`config.mk`:
```
export PLATFORM = sky130hd
export DESIGN_NAME = dram_port_arbiter
export DESIGN_NICKNAME = d
export VERILOG_FILES = /design/src/rtl/dram_port_arbiter.sv
export SDC_FILE = /design/constraint.sdc
export NUM_CORES = 1
export LEC_CHECK = 0
export ABC_AREA = 1
export CORE_MARGIN = 10
export CORE_UTILIZATION = 30
export DETAILED_ROUTE_END_ITERATION = 8
export GPL_ROUTABILITY_DRIVEN = 0
export PLACE_DENSITY = 0.68
export REMOVE_ABC_BUFFERS = 1
export SLEW_MARGIN = 20
export SYNTH_ARGS = -nofsm -noshare
export SYNTH_HDL_FRONTEND = slang
export SYNTH_SLANG_ARGS = --single-unit
```
`constraint.sdc`:
```
create_clock -name clock -period 1.5 [get_ports clock]
set_clock_uncertainty 0.1 [all_clocks]
set_input_delay 0.15 -clock clock [delete_from_list [all_inputs] [get_ports clock]]
set_output_delay 0.15 -clock clock [all_outputs]
set_load 0.1 [all_outputs]
```
`src/rtl/dram_port_arbiter.sv`:
```
// Shares the single data-RAM port between N cores (round-robin) and the external
// load/readback port (fixed highest priority); returns per-requester read-valid strobes.
module dram_port_arbiter #(
   parameter int N_CORES = 2,
   parameter int ADDR_W  = 9,
   parameter int DATA_W  = 16
) (
   input  logic                       clock,
   input  logic                       reset,
   input  logic [N_CORES-1:0]         req,
   input  logic [N_CORES-1:0]         we,
   input  logic [N_CORES*ADDR_W-1:0]  addr,
   input  logic [N_CORES*DATA_W-1:0]  wdata,
   output logic [N_CORES-1:0]         gnt,
   output logic [N_CORES-1:0]         rvalid,
   input  logic                       ext_req,
   input  logic                       ext_we,
   input  logic [ADDR_W-1:0]          ext_addr,
   input  logic [DATA_W-1:0]          ext_wdata,
   output logic                       ext_gnt,
   output logic                       ext_rvalid,
   output logic [DATA_W-1:0]          rdata,
   output logic                       ram_en,
   output logic                       ram_we,
   output logic [ADDR_W-1:0]          ram_addr,
   output logic [DATA_W-1:0]          ram_wdata,
   input  logic [DATA_W-1:0]          ram_rdata,
   output logic [15:0]                conflict_cnt
);

   localparam int IDX_W = (N_CORES > 1) ? $clog2(N_CORES) : 1;

   logic [ADDR_W-1:0]  core_addr  [N_CORES];
   logic [DATA_W-1:0]  core_wdata [N_CORES];
   logic [N_CORES-1:0] core_elig;

   logic [N_CORES-1:0] gnt_reg, gnt_next;
   logic [N_CORES-1:0] rvalid_reg;
   logic               ext_gnt_reg, ext_rvalid_reg;
   logic               ram_en_reg, ram_we_reg;
   logic [ADDR_W-1:0]  ram_addr_reg;
   logic [DATA_W-1:0]  ram_wdata_reg;
   logic [15:0]        conflict_cnt_reg;
   logic [IDX_W-1:0]   last_reg;

   logic               core_found;
   logic [IDX_W-1:0]   sel_idx;
   logic [IDX_W:0]     cand;
   logic               sel_we;
   logic [ADDR_W-1:0]  sel_addr;
   logic [DATA_W-1:0]  sel_wdata;
   logic               any_sel;
   logic               conflict;
   int                 elig_total;

   for (genvar gi = 0; gi < N_CORES; gi++) begin : g_unpack
      assign core_addr[gi]  = addr[gi*ADDR_W +: ADDR_W];
      assign core_wdata[gi] = wdata[gi*DATA_W +: DATA_W];
   end

   // A core is masked in its own grant cycle so a held req is not issued twice.
   assign core_elig = req & ~gnt_reg;

   always_comb begin
      core_found = 1'b0;
      sel_idx    = last_reg;
      cand       = '0;
      for (int k = 1; k <= N_CORES; k++) begin
         cand = {1'b0, last_reg} + (IDX_W+1)'(k);
         if (cand >= (IDX_W+1)'(N_CORES))
            cand = cand - (IDX_W+1)'(N_CORES);
         if (!core_found && core_elig[cand[IDX_W-1:0]]) begin
            core_found = 1'b1;
            sel_idx    = cand[IDX_W-1:0];
         end
      end
   end

   always_comb begin
      elig_total = 0;
      for (int k = 0; k < N_CORES; k++)
         elig_total = elig_total + int'(core_elig[k]);
      if (ext_req)
         elig_total = elig_total + 1;
   end

   assign conflict = (elig_total >= 2);
   assign any_sel  = ext_req | core_found;

   always_comb begin
      sel_we    = ext_we;
      sel_addr  = ext_addr;
      sel_wdata = ext_wdata;
      gnt_next  = '0;
      if (!ext_req) begin
         sel_we    = we[sel_idx];
         sel_addr  = core_addr[sel_idx];
         sel_wdata = core_wdata[sel_idx];
         if (core_found)
            gnt_next[sel_idx] = 1'b1;
      end
   end

   always_ff @(posedge clock or posedge reset) begin
      if (reset) begin
         gnt_reg          <= '0;
         ext_gnt_reg      <= 1'b0;
         rvalid_reg       <= '0;
         ext_rvalid_reg   <= 1'b0;
         ram_en_reg       <= 1'b0;
         ram_we_reg       <= 1'b0;
         ram_addr_reg     <= '0;
         ram_wdata_reg    <= '0;
         conflict_cnt_reg <= '0;
         last_reg         <= IDX_W'(N_CORES-1);
      end else begin
         gnt_reg     <= gnt_next;
         ext_gnt_reg <= ext_req;
         ram_en_reg  <= any_sel;
         ram_we_reg  <= any_sel & sel_we;
         if (any_sel) begin
            ram_addr_reg  <= sel_addr;
            ram_wdata_reg <= sel_wdata;
         end
         // The command registered last cycle is sampled by the RAM now; reads return next.
         rvalid_reg     <= ram_we_reg ? '0 : gnt_reg;
         ext_rvalid_reg <= ext_gnt_reg & ~ram_we_reg;
         if (!ext_req && core_found)
            last_reg <= sel_idx;
         if (conflict && (conflict_cnt_reg != 16'hFFFF))
            conflict_cnt_reg <= conflict_cnt_reg + 16'd1;
      end
   end

   assign gnt          = gnt_reg;
   assign ext_gnt      = ext_gnt_reg;
   assign rvalid       = rvalid_reg;
   assign ext_rvalid   = ext_rvalid_reg;
   assign ram_en       = ram_en_reg;
   assign ram_we       = ram_we_reg;
   assign ram_addr     = ram_addr_reg;
   assign ram_wdata    = ram_wdata_reg;
   assign conflict_cnt = conflict_cnt_reg;
   assign rdata        = ram_rdata;

endmodule
```
==> results.toml, run 1 <==
[grt]
grt_pass1_wl_um = 15920
grt_use_total = 0.1365
grt_pass1_vias = 3219
grt_max_degree = 30
grt_antenna_before_repair = 0
overflow = 0

[route]
drt-total-wl_um = 10270
drt_first_pass_iters = 4
drtAntennaViolNets = 0
viasPerCell = 4.502
wire_per_inst_um = 14.65
vias = 3156
drcViolationCount = 0
drt_iter0_drc = 114

[clock_network]
clk_pin_slew_ns = 0.09
clkLatencyLatePin_ns = 0.30
cts_num_sinks = 50
cts_tree = "yes"
clockBufferDepth = 2
numCtsBuffers = 5
cts_root_buf = "clkbuf_8"
htreeDepth = 2

[setup_path]
cp_max_fo = 7
path_cells = "inv_2 > buf_6 > nand2_4 > nand2_8 > nor2_4 > clkbuf_16 > nand2_4 > nand4_1"
critPathRequiredTime_ns = 1.63
cp-start-kind = "flop"
slowest_stage = "dfstp_2"
arrival_ns = 1.65
worstSetupEndpointType = "flop"
path_delay_family = "flip-flops"
path_common_cell = "nand2_4"
max_stage_delay_ns = 0.55
critical_path_buf_inv_count = 3
critPathKind = "flop to flop"

[place]
placed_area_um2 = 5029
dp_hpwl_um = 7937
place_ws_ns = -0.4439
port_buffers = 131
dp_cells = 681

[finish]
antenna_cells = 0
final_nets = 671
final_cells = 701
final_cell_mix = "nand2_1 (184), clkdlybuf4s50_1 (82), buf_12 (55), dfrtp_1 (49), buf_4 (39)"
final_area_um2 = 5466
drive_above_1_share = 0.2780
areaGrowthSynthToFinish_pct = 88.89
utilization = 0.5861
layout_commonest_cell = "nand2_1"

[power]
p_total_mw = 7.636
p_leak_nw = 2.576
p_per_area_nw_per_um2 = 1397
ir_drop_mv = 1.068

[worst_hold_path]
hp-class = "input port to asynchronous set/reset pin"

[timing]
setup_violations = 4
rsz0062_at_grt = "yes"
min_period_over_period = 1.010
min_period_ns = 1.515
final_max_slew_viol_count = 0
setup_tns_ns = -0.03418
slew_headroom = 0.7927
max_freq_ghz = 0.6601
hold_violations = 0
whs_ns = 0.06249
worst_pin_slew_ns = 0.3103
timing.final.ws_setup_ns = -0.01485

[floorplanning]
die_area_um2 = 13970
row_count = 35
ios = 164
fp.dieH_um = 118.2
core_um2 = 9328
die_w_um = 118.2
initial_utilization = 0.3103

[outcome]
run_status = "complete, but fails checks"
violations = "setup timing"

[synth]
netlist_instances = 408
synth_cell_types = 26
synth-main-ff-cell = "dfrtp_1"
synthesis.area_um2 = 2894
synth_edf_count = 0
async_reset_ff_frac = 1.000
ys_seq_elements = 50
synth_seq_area_share = 0.4328
yosysWarnings = 0
syn_avg_cell_area_um2 = 7.093

[flow_run]
maxCapViolCount = 0
-- synthesized netlist by cell type (2+ instances only) --
master / number / area, um^2
nand3b_1: 2 / 15.01
nor2_1: 18 / 67.56
buf_4: 16 / 120.1
buf_2: 11 / 55.05
nor2_2: 2 / 12.51
inv_2: 4 / 15.01
xnor2_1: 4 / 35.03
nand2_2: 2 / 12.51
nand2_1: 202 / 758.2
nor2_4: 4 / 45.04
dfrtp_1: 49 / 1226
inv_1: 28 / 105.1
nand3_1: 19 / 95.09
o21ai_1: 3 / 15.01
nand4_1: 16 / 100.1
xor2_1: 3 / 26.28
o21ai_0: 15 / 75.07
buf_6: 2 / 22.52
-- logic make-up (layout without fill, tap and decap cells) --
family | count (synthesis) | count (layout) | share of synthesized area
simple gates | 267 | 267 | 0.3904
buf+inv | 63 | 227 | 0.1128
xor+xnor | 7 | 7 | 0.02119
compound gates | 20 | 20 | 0.03848
flops | 50 | 50 | 0.4328
fa+ha+maj | 1 | 1 | 0.004323
-- routing by layer --
layer  GRT usage  part of all wire  up-vias
li1            -                 -     1580
met1      0.1447              0.39     1455
met2      0.2410              0.51      115
met3     0.06568             0.093        6
met4     0.02705            0.0089        0
met5           0                 0        -
-- path summary, 6_finish.rpt --
| path | start | endpoint | slack (ns) | depth (start not counted) |
|---|---|---|---|---|
| setup / recovery | last_reg | ram_wdata[0] | -0.01 | 8 |
| hold / removal | reset | conflict_cnt[13] | 0.06 | 2 |
| setup reg to reg | last_reg | ram_wdata[0] | -0.01 | 8 |
| hold reg to reg | ram_we | rvalid[1] | 0.42 | 1 |
| max in group asynchronous | reset | ram_en | 0.75 | 3 |
| min in group clock | ram_rdata[8] | rdata[8] | 0.20 | 0 |
-- what timing repair did --
action | CTS | global route
gates resized for setup | 12 | 50
hold buffers | 0 | 0
endpoints found under the hold margin | 0 | 0
cloned | 0 | 4
buffers inserted | 3 | 6
pin swaps | 2 | 8
setup endpoints to repair | 44 | 43
-- layout make-up --
type,instances,area [um^2]
multi-input cells,295,1460
clock inverters,3,40.04
repair inverters,1,8.758
clock buffers,5,68.82
fillers,826,3861
flip-flops and latches,50,1252
inverters,33,131.4
repair buffers,185,2344
well taps,129,161.4
-- where the power goes --
group | switching [mW] | total (mW) | internal (mW) | leakage (nW)
Sequential | 0.270 | 1.88 | 1.61 | 0.625
Clock | 0.459 | 0.951 | 0.492 | 0.0579
Combinational | 2.89 | 4.80 | 1.91 | 1.89
Note: power is estimated with default switching activity, not from simulation.
==> run 2: changes to the inputs <==
--- a/config.mk
+++ b/config.mk
@@ -5,12 +5,12 @@
 export SDC_FILE = /design/constraint.sdc
 export NUM_CORES = 1
 export LEC_CHECK = 0
-export ABC_AREA = 1
+export ABC_AREA = 0
 export CORE_MARGIN = 10
 export CORE_UTILIZATION = 30
 export DETAILED_ROUTE_END_ITERATION = 8
 export GPL_ROUTABILITY_DRIVEN = 0
-export PLACE_DENSITY = 0.68
+export PLACE_DENSITY = 0.77
 export REMOVE_ABC_BUFFERS = 1
 export SLEW_MARGIN = 20
 export SYNTH_ARGS = -nofsm -noshare
==> run 2 against run 1 <==
The run still ends with setup timing left. Critical path depth shrank 2. Non-clock buffer count is 3 lower. Hold slack gained 0.041 ns. Synthesized cell count is 43% lower. Cell area down 1.1%. Via count is 16% lower. Power fell by 0.78%. Count of clock-buffer cells in the layout rose by 1. Global-route usage is 2.4 points higher. Worst setup slack got worse by 0.28 ns. Critical path type unchanged. Critical endpoint is now conflict_cnt[4]. Largest power group unchanged.
==> results.toml, run 2 <==
[clock_network]
clockBufferDepth = 2
htreeDepth = 2
cts_hold_buffers = 0
clkLatencyLatePin_ns = 0.30
cts_root_buf = "clkbuf_8"
clk_pin_slew_ns = 0.09
cts_tree = "yes"
cts_num_sinks = 50
numCtsBuffers = 5

[flow_run]
maxCapViolCount = 0

[grt]
grt_use_met1 = 0.1572
overflow = 0
grt_max_degree = 51
grt_pass1_vias = 2953
globalRouteMet3Util = 0.08104
use_met2 = 0.2911
grt_pass1_wl_um = 16180
grt_use_total = 0.1606
busiest_layer = "met2"
grt_antenna_before_repair = 0

[timing]
hold_violations = 0
max_freq_ghz = 0.5580
slew_headroom = 0.6259
worst_pin_slew_ns = 0.5612
rsz0062_at_grt = "yes"
final_max_slew_viol_count = 0
setup_violations = 42
timing.final.ws_setup_ns = -0.2921
min_period_over_period = 1.195
whs_ns = 0.1032
setup_tns_ns = -6.780
min_period_ns = 1.792

[synth]
synth_cell_types = 35
synth-main-ff-cell = "dfrtp_1"
yosys-top-cells-area = "dfrtp_1 (50%), a221oi_1 (8.9%), a2bb2oi_1 (8.9%)"
netlist.area_leader.share = 0.4982
synth_commonest_cells = "dfrtp_1 (49), nand2_1 (33), a221oi_1 (25), a2bb2oi_1 (25), buf_4 (16)"
synth_seq_area_share = 0.5089
synth_most_common_cell = "dfrtp_1"
syn_avg_cell_area_um2 = 10.65
yosysWarnings = 0
synth_edf_count = 0
async_reset_ff_frac = 1.000
ys_seq_elements = 50
netlist_instances = 231
synth_top_area_cell = "dfrtp_1"
synthesis.area_um2 = 2461

[floorplanning]
initial_utilization = 0.3136
row_count = 32
die_area_um2 = 12230
core_um2 = 7848
fp.dieH_um = 110.6
die_w_um = 110.6
ios = 164

[place]
place_ws_ns = -0.5089
port_buffers = 131
placed_area_um2 = 4523
dp_hpwl_um = 7405

[setup_path]
cp-start-kind = "flop"
slowest_stage = "nor4_4"
path_cells = "nand4_1 > nor4_4 > buf_4 > buf_8 > nor4b_4 > xor2_1"
arrival_ns = 1.87
max_stage_delay_ns = 0.41
worstSetupEndpointType = "flop"
critical_path_buf_inv_count = 2
path_delay_family = "simple AND/OR/NAND/NOR gates"
critPathKind = "flop to flop"
cp_max_fo = 5
critPathRequiredTime_ns = 1.58

[power]
sw_frac_of_total = 0.4479
ir_drop_mv = 0.6770
intPower_mw = 4.183
p_sw_mw = 3.394
p_per_area_nw_per_um2 = 1401
p_leak_nw = 2.218
power_frac_comb = 0.604
pwr-share-clk = 0.155
pwr-share-seq = 0.241

[finish]
final_area_um2 = 5408
final_cell_mix = "clkdlybuf4s50_1 (82), buf_12 (53), dfrtp_1 (49), buf_4 (34), nand2_1 (32)"
antenna_cells = 0
drive_above_1_share = 0.4436
fill_cells = 553
utilization = 0.6891
layout_commonest_cell = "clkdlybuf4s50_1"
areaGrowthSynthToFinish_pct = 119.7
final_nets = 489

[route]
vias = 2666
drcViolationCount = 0
drt-total-wl_um = 11060
viasPerCell = 5.419
drtAntennaViolNets = 0
wire_per_inst_um = 22.48
drt_iter0_drc = 58
drt_first_pass_iters = 4

[worst_hold_path]
hp-class = "input port to asynchronous set/reset pin"

[outcome]
run_status = "complete, but fails checks"
violations = "setup timing"
run 2: cell count changes after synthesis, moves of 5 or more:
cell	before	now
a221oi_1	0	25
a2bb2oi_1	0	25
buf_2	11	3
clkbuf_1	1	12
inv_1	28	1
nand2_1	202	33
nand3_1	19	3
nand4_1	16	6
nor2_1	18	2
nor3_1	0	5
nor4_1	0	7
o21ai_0	15	0
xor2_1	3	15
run 2: area by class of cell:
| class | instances | area [um^2] | share of cell area |
|---|---|---|---|
| timing repair buffer | 182 | 2337 | 0.4322 |
| multi-input combinational | 148 | 1540 | 0.2848 |
| sequential | 50 | 1252 | 0.2316 |
| tap | 102 | 127.6 | 0.02360 |
| clock buffer | 6 | 82.58 | 0.01527 |
| clock inverter | 2 | 60.06 | 0.01111 |
| inverter | 2 | 7.507 | 0.001388 |
run 2: kinds of logic (layout without fill, tap and decap cells):
logic type / after synthesis / in the layout / synth area share
AO/OA/AOI/OAI: 57 / 57 / 0.1962
XOR/XNOR: 15 / 15 / 0.05338
adder cells (fa/ha/maj): 2 / 3 / 0.009658
buffers and inverters: 34 / 192 / 0.07778
flip-flops: 50 / 50 / 0.5089
multiplexers: 1 / 1 / 0.004575
AND/OR/NAND/NOR: 72 / 72 / 0.1495
run 2: layer usage:
metal / up-vias / wire (um)
met5: - / 0
met1: 1329 / 3889
met4: 0 / 254
met3: 22 / 1068
li1: 1170 / -
met2: 145 / 5845
run 2: through the flow:
stage	power, mW	std cells
after detailed placement	5.728	467
final	7.576	492
after global routing	7.816	492
after global placement	5.645	467
after floorplan	3.870	199
after CTS	7.215	482
run 2: tightest hold or removal path, cell delays in order:
cell and delay (ns):
clkdlybuf4s50_1 0.42, inv_2 0.08, buf_12 0.25
run 2: final timing paths:
check                                 from              end  slack (ns)  cells after the start
min reg2reg                         ram_we       ext_rvalid        0.44                      1
min                                  reset        rvalid[0]        0.10                      3
min in group clock            ram_rdata[0]         rdata[0]        0.20                      0
max reg2reg                conflict_cnt[3]  conflict_cnt[4]       -0.29                      6
max in group asynchronous            reset         last_reg        0.88                      3
max                        conflict_cnt[3]  conflict_cnt[4]       -0.29                      6
run 2: what timing repair did:
action                                  4_1_cts  5_1_grt
pin swaps                                    19       18
gates resized for setup                      72       27
buffers inserted                              3        9
gates cloned                                  4        1
endpoints found under the setup margin       42       43
run 2: power by group through the flow:
stage	clock network, mW	registers (mW)	logic [mW]
CTS	1.20	1.79	4.23
floorplan	0	3.42	0.448
detailed placement	0	1.79	3.94
finish	1.18	1.83	4.57
global placement	0	1.78	3.87
global route	1.25	1.85	4.72
==> run 3: changes to the inputs <==
--- a/config.mk
+++ b/config.mk
@@ -7,10 +7,10 @@
 export LEC_CHECK = 0
 export ABC_AREA = 0
 export CORE_MARGIN = 10
-export CORE_UTILIZATION = 30
+export CORE_UTILIZATION = 32
 export DETAILED_ROUTE_END_ITERATION = 8
 export GPL_ROUTABILITY_DRIVEN = 0
-export PLACE_DENSITY = 0.77
+export PLACE_DENSITY = 0.81
 export REMOVE_ABC_BUFFERS = 1
 export SLEW_MARGIN = 20
 export SYNTH_ARGS = -nofsm -noshare
==> run 3 against run 2 <==
The flow still finishes with violations (setup timing). Register-to-register slack gained 0.05 ns. Combinational power shrank 4%. Sequential power is essentially flat. Power shrank 5.1%. Via count shrank 1.8%. Cell count shrank 2.2%. Hold slack gained 0.0024 ns. Die area shrank 5.1%. Count of clock-buffer cells in the layout shrank 1. Clock power shrank 17%. Utilization grew 4.8 points. Critical path type unchanged. Highest routed layer unchanged.
==> results.toml, run 3 (synthesized netlist as in run 2, its figures left out) <==
[outcome]
run_status = "complete, but fails checks"
violations = "setup timing"

[finish]
areaGrowthSynthToFinish_pct = 120.7
drive_above_1_share = 0.4529
final_cell_mix = "clkdlybuf4s50_1 (82), buf_12 (53), dfrtp_1 (49), nand2_1 (33), buf_4 (26)"
final_cells = 481
fill_cells = 452
antenna_cells = 0
final_nets = 481
layout_commonest_cell = "clkdlybuf4s50_1"
final_area_um2 = 5433

[timing]
whs_ns = 0.1055
slew_headroom = 0.5628
rsz0062_at_grt = "yes"
final_max_slew_viol_count = 0
worst_pin_slew_ns = 0.6557
max_freq_ghz = 0.5756
min_period_over_period = 1.158
setup_violations = 42
hold_violations = 0
timing.final.ws_setup_ns = -0.2374
min_period_ns = 1.737

[floorplanning]
fp.dieH_um = 107.7
initial_utilization = 0.3340
die_area_um2 = 11600
die_w_um = 107.7
core_um2 = 7370
ios = 164
row_count = 31

[setup_path]
critical_path_buf_inv_count = 2
path_cells = "nand4_1 > nor4_4 > buf_4 > buf_6 > nor3_2 > xor2_1"
cp-start-kind = "flop"
startpoint = "conflict_cnt[3]"
path_delay_family = "simple AND/OR/NAND/NOR gates"
reg2reg_depth = 6
critPathRequiredTime_ns = 1.59
critPathKind = "flop to flop"
cp_max_fo = 5
reg2reg_from = "conflict_cnt[3]"
slowest_stage = "nor4_4"
worstSetupEndpointType = "flop"
arrival_ns = 1.83
max_stage_delay_ns = 0.39
r2r_slack_ns = -0.24
r2r_end = "conflict_cnt[7]"

[grt]
overflow = 0
grt_pass1_vias = 2969
grt_max_degree = 51
grt_antenna_before_repair = 0
grt_pass1_wl_um = 15640
grt_use_total = 0.1695

[place]
dp_cells = 463
dp_hpwl_um = 7246
placed_area_um2 = 4512
port_buffers = 131

[clock_network]
cts_num_sinks = 50
cts_hold_buffers = 0
htreeDepth = 2
clockBufferDepth = 2
clk_pin_slew_ns = 0.10
cts_tree = "yes"
numCtsBuffers = 5
cts_root_buf = "clkbuf_8"
clkLatencyLatePin_ns = 0.30

[route]
vias = 2617
drtAntennaViolNets = 0
drt-total-wl_um = 10800
drt_first_pass_iters = 4
drt_iter0_drc = 104
viasPerCell = 5.441
drcViolationCount = 0
wire_per_inst_um = 22.44

[power]
ir_drop_mv = 0.6553
p_per_area_nw_per_um2 = 1324
p_leak_nw = 2.187
p_total_mw = 7.192

[flow_run]
maxCapViolCount = 0

[worst_hold_path]
hp-class = "input port to asynchronous set/reset pin"
-- run 3: cell types whose count changed in the layout (fill, tap and decap cells not counted), sizes merged --
cell	before	now
buf	99	89
bufinv	2	1
clkbuf	7	8
clkinvlp	0	2
-- run 3: where the power goes --
part	switching (mW)	internal [mW]	leakage, nW
Sequential	0.249	1.58	0.584
Clock	0.477	0.497	0.0504
Combinational	2.62	1.77	1.55
Total	3.34	3.85	2.19
-- run 3: through the flow --
step	util	setup TNS (ns)	worst slack, ns
global route	0.7372	-8.479	-0.2974
global placement	0.6122	-13.64	-0.3862
detailed placement	0.6122	-14.91	-0.4602
finish	0.7372	-5.916	-0.2374
floorplan	-	-48.45	-1.545
CTS	0.6837	-5.209	-0.1630
-- run 3: how the worst max path moves through the flow --
stage                                   to  slack (ns)  cells after the start
after CTS                  conflict_cnt[1]       -0.16                      5
final                      conflict_cnt[7]       -0.24                      6
after detailed placement  conflict_cnt[12]       -0.46                      5
after floorplan            conflict_cnt[1]       -1.55                      5
after global placement     conflict_cnt[1]       -0.39                      5
after global routing       conflict_cnt[7]       -0.30                      6
-- run 3: layout make-up --
| type | count | area, um^2 | area share |
|---|---|---|---|
| repair buffers | 174 | 2278 | 0.4194 |
| multi-input cells | 148 | 1657 | 0.3049 |
| flip-flops and latches | 50 | 1252 | 0.2305 |
| well taps | 99 | 123.9 | 0.02280 |
| clock buffers | 5 | 68.82 | 0.01267 |
| clock inverters | 3 | 45.04 | 0.008291 |
| inverters | 2 | 7.507 | 0.001382 |
-- run 3: timing repair --
item / CTS / global route
endpoints found under the setup margin: 42 / 42
setup buffers: 2 / 1
gates cloned: 3 / 4
resized for setup: 64 / 38
pin swaps: 37 / 17
-- run 3: tightest hold or removal path, cell delays in order --
cell             delay [ns]
clkdlybuf4s50_1        0.42
inv_2                  0.08
buf_12                 0.25
-- run 3: metal layers --
metal / vias up / track usage / part of all wire / wire [um]
li1: 1152 / - / - / -
met1: 1271 / 0.1654 / 0.36 / 3885
met2: 166 / 0.2940 / 0.50 / 5425
met3: 28 / 0.09641 / 0.11 / 1178
met4: 0 / 0.05916 / 0.028 / 307
met5: - / 0 / 0 / 0
==> RTL edit 1, RTL diff (config.mk and constraints of run 2) <==
Reset style: synchronous (`reset`), changed in one clocked block.
--- a/src/rtl/dram_port_arbiter.sv
+++ b/src/rtl/dram_port_arbiter.sv
@@ -101,7 +101,7 @@
       end
    end
 
-   always_ff @(posedge clock or posedge reset) begin
+   always_ff @(posedge clock) begin
       if (reset) begin
          gnt_reg          <= '0;
          ext_gnt_reg      <= 1'b0;
Behaviour: differs if reset is asserted again (counterexample within 4 cycles, from zero or initial values and one cycle with reset high); with reset held inactive, the same outputs for 10 cycles.
==> RTL edit 1 against run 2 <==
  * The flow still finishes with violations (setup timing)
  * Setup slack worse by 29 ps
  * Sequential cell count is the same
  * Design area is 13% higher
  * Largest cell class unchanged
  * Routed wire length increased by 21%
  * Global-route usage is 0.79 points higher
  * Critical path type is now in -> reg
  * Worst hold slack better by 46 ps
  * Area after synthesis is 19% higher
  * Via count increased by 37%
Power is not compared: it rests on default switching activity, and its combinational part moved more than twofold at a synthesized area within 25%.
==> RTL edit 1: results <==
[final_layout]
nets = 644
fill_cells = 771
drive_above_1_share_pct = 42.20
fin_cells = 678

[sta]
setup-violations-final = 42
fin_setup_tns_ps = -5983
finalMaxSlewViolations = 0
timing.hold.ws_ps = 149.6
tightest_slew_ps = 420.5
fin_ws_ps = -321.4

[critical_path]
rr_startpoint = gnt[0]$_SDFF_PP0_
cp-endpoint = conflict_cnt[9]$_SDFFE_PP0P_
crit_path_top_delay_cell = clkdlybuf4s50_1
max_stage_delay_ps = 560
reg2regPathDepth = 4
critPathLaunch = req[1]
r2r_setup_slack_ps = -310
cp.arrival_ps = 1920
crit_fanout = 4

[clock_tree]
clk_latency_ps = 300
cts_buffers = 5

[place]
placed_area_um2 = 5091
hpwlAfterDp_mm = 8.884
pre_cts_ws_ps = -725.5

[power]
p_leak_uw = 0.002414
ir_worst_vdd_mv = 0.4749

[hold_path]
worstHoldPathCells = 3
hold-path-endpoint = conflict_cnt[1]$_SDFFE_PP0P_
hold_class = in -> reg

[yosys]
synth.area.top_cells = dfxtp_1, a211oi_1, inv_1, a21oi_1, a22oi_1
synth-async-reset-ratio_pct = 0
yosysSeqAreaShare_pct = 34.04
synth_commonest_cells = a211oi_1, dfxtp_1, inv_1
synthCells = 373
synth-edff-count = 0
ys_types = 41

[detailed_routing]
vias = 3647
wirelength_mm = 13.41
dr.first_iter.drc_count = 216
drt_pre_antenna_iters = 4

[global_routing]
grt_pass1_wl_mm = 19.80
antenna_found_initial = 0
grt_use_total_pct = 16.85
grt_max_degree = 29
grt_pass1_vias = 3737

[status]
violations = setup timing
outcome = complete, but fails checks
RTL edit 1: cell families after synthesis:
family | after synthesis | synth area share (%)
buf+inv | 93 | 14.77
fa+ha+maj | 3 | 1.149
flops | 50 | 34.04
compound gates | 129 | 29.62
mux | 8 | 3.021
simple gates | 90 | 17.40
RTL edit 1: repair_timing:
action                                 in CTS  in global routing
pin swaps                                  39                 69
resized for setup                          81                 86
endpoints found under the hold margin       0                  0
hold buffers                                0                  0
buffers inserted                           12                 10
gates cloned                                3                  3
setup endpoints to repair                  42                 45
RTL edit 1: metal layers:
layer | vias up | global-route usage (%) | wire length, µm | share of wire (%)
met1 | 1748 | 18.68 | 5072 | 38
met2 | 190 | 28.70 | 6746 | 50
li1 | 1678 | - | - | -
met5 | - | 0 | 0 | 0
met4 | 0 | 5.191 | 313 | 2.3
met3 | 31 | 7.085 | 1280 | 9.5
RTL edit 1: area by class of cell:
| cell class | instances | area [µm²] | area share [%] |
|---|---|---|---|
| tap | 133 | 166.4 | 2.719 |
| inverter | 46 | 177.7 | 2.903 |
| multi-input combinational | 232 | 2081 | 33.99 |
| timing repair buffer | 209 | 2564 | 41.88 |
| sequential | 50 | 1027 | 16.78 |
| clock buffer | 7 | 96.34 | 1.574 |
| clock inverter | 1 | 8.758 | 0.1431 |
RTL edit 1: power groups by stage:
stage / registers [µW] / clock network, µW / logic, µW
finish: 1480 / 907 / 1970
global route: 1490 / 986 / 2050
CTS: 1480 / 927 / 1740
detailed placement: 1510 / 0 / 1640
global placement: 1510 / 0 / 1620
floorplan: 2020 / 0 / 302
RTL edit 1: critical path, delay by kind of cell:
kind | cells | cell delay, ps
adders and majority gates | 1 | 420
and+or+nand+nor | 2 | 430
muxes | 1 | 360
buffers and inverters | 1 | 560
==> RTL edit 2, RTL diff (settings of run 2) <==
Without the edit above. Set the parameter `ADDR_W` to 8 (it was 9).
--- a/src/rtl/dram_port_arbiter.sv
+++ b/src/rtl/dram_port_arbiter.sv
@@ -2,7 +2,7 @@
 // load/readback port (fixed highest priority); returns per-requester read-valid strobes.
 module dram_port_arbiter #(
    parameter int N_CORES = 2,
-   parameter int ADDR_W  = 9,
+   parameter int ADDR_W  = 8,
    parameter int DATA_W  = 16
 ) (
    input  logic                       clock,
Interface: changed (resized addr, ext_addr and ram_addr); port bits go from 164 to 160. No check against the original RTL was run, so the function may have changed too.
==> RTL edit 2 against run 2 <==
  * The flow still finishes with violations (setup timing)
  * Critical path depth shrank 1
  * Setup slack better by 59 ps
  * Count of clock-buffer cells in the layout decreased by 1
  * Die area fell by 0.17%
  * Via count shrank 3.0%
  * Routed wire length decreased by 6.3%
  * Total power down 0.39%
  * Clock power is 4% lower
  * Sequential cell count shrank 1
  * Design area is 1.2% lower
  * Area after synthesis down 0.20%
  * Largest power group unchanged
  * Highest routed layer unchanged
==> RTL edit 2: results <==
[status]
outcome = complete, but fails checks
violations = setup timing

[global_routing]
grt_use_total_pct = 15.41
grt_pass1_vias = 2926
grt_max_degree = 32
grt_pass1_wl_mm = 15.75
antenna_found_initial = 0

[yosys]
synth_xor_area_share_pct = 4.992
yosysSeqAreaShare_pct = 49.97
synth.area.top_cells = dfrtp_1, a221oi_1, a2bb2oi_1, buf_4, nand2_1
synth_commonest_cells = dfrtp_1, nand2_1, a221oi_1, a2bb2oi_1, buf_4
yosys.area_share.adder_pct = 1.375
muxShareOfSynthArea_pct = 0.9170
synth_compound_area_share_pct = 19.71
ys_types = 38
synth-async-reset-ratio_pct = 100.0
yosys_warnings = 0
ys.flop_type = dfrtp_1

[power]
ir_worst_vdd_mv = 0.6625
p_leak_uw = 0.002233

[clock_tree]
ctsHoldBuffers = 1
cts_setup_buffers = 4
clockBufferDepth = 2
cts_resized = 59
cts_buffers = 5
cts-root-buf = clkbuf_8
cts_max_level = 2
clkTransAtPathRegs_ps = 100
clk_latency_ps = 300

[critical_path]
crit_path_top_delay_cell = dfrtp_1
max_stage_delay_ps = 410
cp-start-kind = register
r2r-end = conflict_cnt[1]$_DFFE_PP0P_
crit_fanout = 5
rr_startpoint = gnt[0]$_DFF_PP0_
crit_family = flip-flops
reg2regPathDepth = 5

[sta]
timing.hold.ws_ps = 200.8
fin_ws_ps = -233.5
setup-violations-final = 39
fin_setup_tns_ps = -4536
relSlewSlack_pct = 72.36

[final_layout]
nets = 490
diodes = 0
drive_above_1_share_pct = 43.91

[detailed_routing]
drt_pre_antenna_iters = 4
wirelength_mm = 10.36
dr.first_iter.drc_count = 99
vias = 2585

[hold_path]
hold_class = in -> out
worstHoldPathCells = 0
worstHoldStart = ram_rdata[0]
hold-path-endpoint = rdata[0]

[place]
hpwlAfterDp_mm = 7.569
io_buffers = 127
==> RTL edit 2: changes by cell type after synthesis, moves of 2 or more <==
cell / delta
xor2_1: -4
clkbuf_1: -3
nand3_1: +3
xnor2_1: +3
nand2_1: -2
==> RTL edit 2: through the flow <==
step	instances	setup slack (ps)	instance area, µm²
after global placement	475	-455.1	4566
final	496	-233.5	5344
after global routing	496	-291.9	5344
after CTS	491	-248.5	5130
after detailed placement	475	-529.5	4566
after floorplan	198	-1111	2282
==> RTL edit 2: layer usage <==
metal	track usage (%)	wire, µm
met1	16.21	3828
met2	26.76	5358
met3	8.266	1070
met4	2.763	102
met5	0	0
==> RTL edit 2: worst max path at each step <==
stage	depth (start not counted)	slack (ps)	endpoint
6_report	5	-230	conflict_cnt[1]$_DFFE_PP0P_
5_1_grt	5	-290	conflict_cnt[7]$_DFFE_PP0P_
4_1_cts	5	-250	conflict_cnt[1]$_DFFE_PP0P_
3_5_place_dp	5	-530	conflict_cnt[12]$_DFFE_PP0P_
3_3_place_gp	5	-460	conflict_cnt[12]$_DFFE_PP0P_
2_1_floorplan	4	-1110	ram_we$_DFF_PP0_
==> RTL edit 2: final cells by class <==
type                    count  area (µm²)
inverters                   2       7.507
multi-input cells         147        1470
fillers                   560        2504
well taps                 102       127.6
flip-flops and latches     49        1227
clock inverters             3       65.06
repair buffers            188        2377
clock buffers               5       68.82
==> RTL edit 2: report_power, final <==
part           total [µW]  internal [µW]  switching (µW)  leakage [µW]
logic                4560           1920            2640       0.00158
clock network        1130            663             463     0.0000681
registers            1860           1560             296      0.000581
==> RTL edit 2: worst reg2reg max path: stages (launching register included) <==
cell and delay, ps:
dfrtp_1 410, nand2b_4 150, maj3_2 370, buf_4 160, nor2_2 120, mux2_1 320
